--- config.mk ---
export PLATFORM = sky130hd
export DESIGN_NAME = ch8_maxpool_flat
export DESIGN_NICKNAME = d
export VERILOG_FILES = /design/src/rtl/fdt_pkg.sv /design/src/rtl/ch8_maxpool_if.sv /design/src/rtl/ch8_vmax.sv /design/src/rtl/ch8_maxpool.sv /design/src/flat_wrapper.sv
export SDC_FILE = /design/constraint.sdc
export NUM_CORES = 1
export LEC_CHECK = 0
export ABC_AREA = 1
export BUFFER_PORTS_ARGS = -buffer_cell sky130_fd_sc_hd__buf_4
export CORE_MARGIN = 3
export CORE_UTILIZATION = 50
export CTS_CLUSTER_DIAMETER = 100
export CTS_CLUSTER_SIZE = 28
export DETAILED_ROUTE_END_ITERATION = 16
export GPL_ROUTABILITY_DRIVEN = 0
export GPL_TIMING_DRIVEN = 0
export PLACE_DENSITY = 0.81
export SLEW_MARGIN = 20
export SYNTH_ARGS = -nofsm -noshare
export SYNTH_HDL_FRONTEND = slang
export SYNTH_HIERARCHICAL = 1
export SYNTH_SLANG_ARGS = --single-unit
--- constraint.sdc ---
create_clock -name clk -period 3.8 [get_ports clk]
set_input_delay 0.57 -clock clk [delete_from_list [all_inputs] [get_ports clk]]
set_output_delay 0.57 -clock clk [all_outputs]
set_load 0.05 [all_outputs]
--- src/rtl/fdt_pkg.sv ---
// Shared types for the ip_fdt activation datapath (ReLU stage, pooling stages).
package fdt_pkg;

    localparam int N_LANE  = 8;
    localparam int LANE_DW = 8;

    // One activation beat: N_LANE signed lanes, lane 0 in the low bits.
    typedef logic [N_LANE-1:0][LANE_DW-1:0] vec8_t;

endpackage

--- src/rtl/ch8_maxpool_if.sv ---
// Stream bundle for the 8-channel max-pool.
// Input side: in_*. Output side: out_*, Z_out. Debug: win_cnt.
interface ch8_maxpool_if #(
    parameter int DW  = 8,
    parameter int WIN = 4
);
    import fdt_pkg::*;

    localparam int CW = $clog2(WIN);

    logic                          clr;
    logic                          in_vld;
    logic                          in_rdy;
    logic [N_LANE-1:0][DW-1:0]     A_in;
    logic                          in_last;
    logic                          out_vld;
    logic                          out_rdy;
    logic [N_LANE-1:0][DW-1:0]     Z_out;
    logic [CW-1:0]                 win_cnt;

    modport master (
        output clr, in_vld, A_in, in_last, out_rdy,
        input  in_rdy, out_vld, Z_out, win_cnt
    );

    modport slave (
        input  clr, in_vld, A_in, in_last, out_rdy,
        output in_rdy, out_vld, Z_out, win_cnt
    );

endinterface

--- src/rtl/ch8_vmax.sv ---
// Lane-wise signed maximum of two 8-lane vectors.
// Ties return a, so a running accumulator on a keeps its value on equality.
module ch8_vmax
    import fdt_pkg::*;
#(
    parameter int DW = 8
) (
    input  logic [N_LANE-1:0][DW-1:0] a,
    input  logic [N_LANE-1:0][DW-1:0] b,
    output logic [N_LANE-1:0][DW-1:0] y
);

    // Per-lane signed compare; b replaces a only when strictly greater.
    always_comb begin
        y = a;
        for (int i = 0; i < N_LANE; i++) begin
            if ($signed(b[i]) > $signed(a[i])) begin
                y[i] = b[i];
            end
        end
    end

endmodule

--- src/rtl/ch8_maxpool.sv ---
// Streaming 8-channel temporal max-pool.
// Folds every WIN accepted beats (or a shorter group closed by in_last) into
// one vector of per-lane signed maxima, presented through a single registered
// output stage. Full throughput: a window close and an output consume can
// happen in the same cycle without a bubble.
module ch8_maxpool
    import fdt_pkg::*;
#(
    parameter int DW  = 8,
    parameter int WIN = 4
) (
    input  logic          clk,
    input  logic          rst_n,
    ch8_maxpool_if.slave  bus
);

    localparam int CW = $clog2(WIN);
    localparam logic [CW-1:0] CNT_LAST = CW'(WIN - 1);

    logic [N_LANE-1:0][DW-1:0] acc_q;
    logic [N_LANE-1:0][DW-1:0] z_q;
    logic [N_LANE-1:0][DW-1:0] max_v;
    logic [N_LANE-1:0][DW-1:0] new_v;
    logic [CW-1:0]             cnt_q;
    logic                      out_vld_q;
    logic                      in_rdy;
    logic                      acc_fire;
    logic                      out_fire;
    logic                      win_close;

    ch8_vmax #(.DW(DW)) u_vmax (
        .a (acc_q),
        .b (bus.A_in),
        .y (max_v)
    );

    // Handshake qualifiers; the first beat of a window seeds acc directly so
    // leftovers from an earlier window can never leak into a new maximum.
    always_comb begin
        in_rdy    = !bus.clr && (!out_vld_q || bus.out_rdy);
        acc_fire  = bus.in_vld && in_rdy;
        out_fire  = out_vld_q && bus.out_rdy;
        win_close = acc_fire && ((cnt_q == CNT_LAST) || bus.in_last);
        new_v     = (cnt_q == '0) ? bus.A_in : max_v;
    end

    // Window accumulation, counter and registered output stage.
    always_ff @(posedge clk or negedge rst_n) begin
        if (!rst_n) begin
            acc_q     <= '0;
            z_q       <= '0;
            cnt_q     <= '0;
            out_vld_q <= 1'b0;
        end else if (bus.clr) begin
            acc_q     <= '0;
            cnt_q     <= '0;
            out_vld_q <= 1'b0;
        end else begin
            if (acc_fire) begin
                acc_q <= new_v;
                cnt_q <= win_close ? '0 : cnt_q + 1'b1;
            end
            if (win_close) begin
                z_q       <= new_v;
                out_vld_q <= 1'b1;
            end else if (out_fire) begin
                out_vld_q <= 1'b0;
            end
        end
    end

    assign bus.in_rdy  = in_rdy;
    assign bus.out_vld = out_vld_q;
    assign bus.Z_out   = z_q;
    assign bus.win_cnt = cnt_q;

endmodule
--- src/flat_wrapper.sv ---
// flat-port wrapper written by rule: the top's interface ports become plain ports
module ch8_maxpool_flat import fdt_pkg::*;
#(
    parameter int DW  = 8,
    parameter int WIN = 4
)
  (clk, rst_n, bus_clr, bus_in_vld, bus_A_in, bus_in_last, bus_out_rdy, bus_in_rdy, bus_out_vld, bus_Z_out, bus_win_cnt);
  ch8_maxpool_if #(.DW(DW), .WIN(WIN)) bus_i ();
  input  logic clk;
  input  logic rst_n;
  input wire logic [$bits(bus_i.clr)-1:0] bus_clr;
  input wire logic [$bits(bus_i.in_vld)-1:0] bus_in_vld;
  input wire logic [$bits(bus_i.A_in)-1:0] bus_A_in;
  input wire logic [$bits(bus_i.in_last)-1:0] bus_in_last;
  input wire logic [$bits(bus_i.out_rdy)-1:0] bus_out_rdy;
  output wire logic [$bits(bus_i.in_rdy)-1:0] bus_in_rdy;
  output wire logic [$bits(bus_i.out_vld)-1:0] bus_out_vld;
  output wire logic [$bits(bus_i.Z_out)-1:0] bus_Z_out;
  output wire logic [$bits(bus_i.win_cnt)-1:0] bus_win_cnt;
  assign bus_i.clr = bus_clr;
  assign bus_i.in_vld = bus_in_vld;
  assign bus_i.A_in = bus_A_in;
  assign bus_i.in_last = bus_in_last;
  assign bus_i.out_rdy = bus_out_rdy;
  assign bus_in_rdy = bus_i.in_rdy;
  assign bus_out_vld = bus_i.out_vld;
  assign bus_Z_out = bus_i.Z_out;
  assign bus_win_cnt = bus_i.win_cnt;
  ch8_maxpool #(.DW(DW), .WIN(WIN)) u_core (.clk(clk), .rst_n(rst_n), .bus(bus_i));
endmodule
==> results.rst <==
.. list-table::
   :header-rows: 1

   * - Metric
     - Value
   * - Status
     - completed
   * - Synth Area in Adders
     - 9.20%
   * - Clock H-tree levels
     - 4
   * - Final sum of negative setup slack
     - 0 ns
   * - Relative slew margins
     - 58.1%
   * - Number of antenna violations at the first check in global routing
     - 0
   * - Count of distinct cell types in the synthesized netlist
     - 23
   * - Final Routed Wirelength
     - 24,900 um
   * - I/O pin cnt
     - 138
   * - Logic depth of the worst register-to-register path
     - 12
   * - Cell area after layout
     - 10,900 um2
   * - Capturing element of the worst setup path
     - u_core/bus.Z_out[37]$_DFFE_PN0P_
   * - Largest fanout of any net on the critical path
     - 9
   * - Critical path launch point type
     - flop
   * - Path length in cells of the critical path
     - 12
   * - Total power
     - 5.48 mW
   * - Simple-gate share of the synthesized area
     - 44.9%
   * - Met3 global-route usage
     - 4.95%
   * - Final cell utilization of the core
     - 62.7%
   * - Wire length of the first global-routing pass
     - 41,700 um
   * - Arrival time worst endpoint
     - 2.54 ns
   * - Number of register bits inferred by synthesis
     - 131
   * - Worst slack at placement
     - 1.40 ns
   * - Yosys Warn Count
     - 6
   * - Routed wirelength normalized by instance count
     - 14.8 um
   * - Count of port buffers added during placement
     - 137
   * - Combinational family with the most area after synthesis
     - simple AND/OR/NAND/NOR gates
   * - Clock Skew
     - 0.00617 ns
   * - Layer with the highest usage after global routing
     - met2
   * - Cell Count, Final, Fillers Out
     - 1,689
   * - Max rail drop VDD
     - 0.365 mV
   * - Sink Count
     - 131
   * - Cell count after synthesis
     - 1,295
   * - Maximum cell stage delay along the critical path
     - 0.38 ns
   * - Worst Setup End Kind
     - flop
   * - Total buffers and inverters traversed by the critical path
     - 1
   * - R2r setup slk
     - 1.61 ns
   * - Slowest stage cell, crit path
     - dfrtp_1
   * - Pin count of the biggest net entering global routing
     - 85
   * - Unrepaired setup endpoints after global routing
     - false
   * - Clk slew on worst S/H paths
     - 0.06 ns
   * - Endpoint required time on the critical path
     - 4.15 ns
   * - Horizontal die dimension
     - 140 um
   * - Final number of setup-violating endpoints
     - 0
   * - CTS tree
     - done
   * - Number of max-cap violations
     - 0
   * - Row cnt
     - 48
   * - CTS Root Cell
     - clkbuf_16
   * - Post-synthesis xor/xnor area fraction
     - 0%
   * - Total routing resource utilization after global routing
     - 25.8%
   * - Skew-Pair Late Insertion Delay
     - 0.42 ns
   * - Static power due to leakage
     - 6.29 nW
   * - Minimum setup slack in the final design
     - 1.61 ns
   * - Met2 GRT Util
     - 43.4%
   * - Total iterations of the first detailed-routing run
     - 6
   * - Vias per cell
     - 5.39
   * - Worst Hold Class
     - in -> async
   * - Most area-consuming cells after synthesis
     - dfrtp_1 37%, nand2_1 30%, ha_1 9.2%
   * - Pwr per Cell Area
     - 502 nW/um2
   * - GR Overflow Total
     - 0
   * - Startpoint of the worst-slack reg-to-reg timing path
     - u_core/acc_q[39]$_DFFE_PN0P_
   * - Post-detail-place hpwl
     - 17,900 um
   * - Height of the die
     - 140 um
   * - Placed cell areas
     - 10,300 um2
   * - Area inside the core boundary
     - 17,400 um2
   * - Final worst path period need
     - 2.19 ns
   * - # placed instances
     - 1,658
   * - Met1 Track Usage GR
     - 33.3%
   * - Post-synthesis net count
     - 1,431
   * - Final-layout fill cell count
     - 1,606
   * - Antenna-violating nets left
     - 0
   * - Final count of hold timing violations
     - 0
   * - CTS Hold Buffers Added
     - 0
   * - Final count of pins violating max slew
     - 0
   * - Crit-path cells
     - inv_1, ha_1, a21o_2, nor2_2, nand3_2, nand3_4, nand2_1, nand2_1, nand2_1, nand2_1, nand4_1, nand2_1
   * - Initial core utilization
     - 51.6%
   * - Maximum buffer depth of the clock tree
     - 2
   * - Cell family with most CP delay
     - simple AND/OR/NAND/NOR gates
   * - Worst r2r dst
     - u_core/bus.Z_out[37]$_DFFE_PN0P_
   * - Drt initial violations
     - 705
   * - Share of the yosys chip area belonging to registers
     - 36.5%
   * - Total standard cell area after synthesis
     - 8980 um2
   * - Die Footprint
     - 19,600 um2
   * - Final routed DRC violation total
     - 0
   * - Number of global-route vias before repair
     - 8,673
   * - Post-CTS setup buffer count
     - 0
   * - Syn Area/Cell
     - 6.93 um2
   * - Post_cts resized
     - 0
   * - Fraction of synthesized area in multiplexers
     - 0%
   * - Max Clk Rate
     - 457 MHz
   * - Most numerous cell on the critical path
     - nand2_1
   * - Number of diodes added for antenna fixing
     - 0
   * - Slew of the pin with the lowest slew margin
     - 0.629 ns
   * - Yosys top cell area share
     - 36.5%
   * - Fraction of layout instances using a drive strength above 1
     - 18.0%
   * - Worst-case hold slack
     - 0.0592 ns
   * - Compound-cell area share of the yosys netlist
     - 1.81%
   * - Top cell type by total area after synthesis
     - dfrtp_1
   * - Final Cycle Share
     - 57.6%
   * - Critical Setup Path Class
     - reg -> reg
   * - Final-stage net count
     - 1,588
   * - Clock buffer count from CTS
     - 17
   * - Growth of design area from synthesis to finish
     - 21.6%
   * - Timing startpoint of the critical path
     - u_core/acc_q[39]$_DFFE_PN0P_
   * - Total via count in the routed design
     - 9,112
[state kept, by name, summed over array words and instances, names as in the netlist]
name and flops:
u_core/acc_q 64, u_core/bus.Z_out 64, u_core/bus.out_vld 1, u_core/bus.win_cnt 2
[routing by layer]
metal / vias to the layer above / part of all wire, %
met2: 376 / 48
li1: 4479 / -
met4: 0 / 2.3
met3: 54 / 7.6
met1: 4203 / 42
met5: - / 0
[report_power, final]
part / internal, mW / switching (mW) / leakage, nW
registers: 1.61 / 0.146 / 1.71
logic: 0.631 / 1.43 / 4.29
clock network: 1.06 / 0.601 / 0.285
[how the worst min path moves through the flow]
stage	startpoint	to
3_5_place_dp	u_core/bus.Z_out[58]$_DFFE_PN0P_	u_core/bus.Z_out[58]$_DFFE_PN0P_
6_report	rst_n	u_core/acc_q[48]$_DFFE_PN0P_
3_3_place_gp	u_core/bus.Z_out[31]$_DFFE_PN0P_	u_core/bus.Z_out[31]$_DFFE_PN0P_
5_1_grt	rst_n	u_core/bus.Z_out[60]$_DFFE_PN0P_
2_1_floorplan	rst_n	u_core/acc_q[0]$_DFFE_PN0P_
4_1_cts	rst_n	u_core/acc_q[48]$_DFFE_PN0P_
[cell usage in the layout (no fill, tap or decap), drive strengths merged]
cell type    n
ha          66
clkbuf      29
bufinv       3
o21ai        1
a21oi       18
inv        109
clkinv       4
clkinvlp     3
nor2        24
nand2      730
a21o         8
nand3       17
buf        184
dfrtp      131
nand4      137
[cell usage after synthesis]
cell,count
nand2_1,721
dfrtp_1,131
nand4_1,129
inv_1,107
ha_1,66
buf_2,39
a21oi_1,17
nor2_1,12
nor2_2,12
clkbuf_1,8
nand3_2,8
nand3_4,8
nand4_2,8
buf_4,6
nand2_2,6
a21o_1,5
a21o_2,3
nand2_4,3
inv_2,2
a21oi_2,1
buf_1,1
nand3_1,1
o21ai_0,1
[area by class of cell]
class | instances | area [um2] | share of cell area [%]
plain buffers | 54 | 274 | 2.51
clock buffers | 21 | 460 | 4.22
clock inverters | 10 | 133 | 1.21
inverters | 109 | 409 | 3.75
multi-input cells | 1001 | 5020 | 46.0
flip-flops and latches | 131 | 3280 | 30.0
well taps | 225 | 282 | 2.58
repair buffers | 138 | 1060 | 9.74
[worst reg2reg max path, stage by stage, from the launching register on]
cell     delay [ns]
dfrtp_1        0.38
inv_1          0.06
ha_1           0.34
a21o_2         0.23
nor2_2         0.13
nand3_2        0.24
nand3_4        0.21
nand2_1        0.06
nand2_1        0.05
nand2_1        0.05
nand2_1        0.10
nand4_1        0.15
nand2_1        0.11
[cell families after synthesis]
family                     count (synthesis)
AOI/OAI and AO/OA                         27
and+or+nand+nor                          908
DFF                                      131
adders and majority gates                 66
buffers and inverters                    163
(Power assumes the default switching activity.)
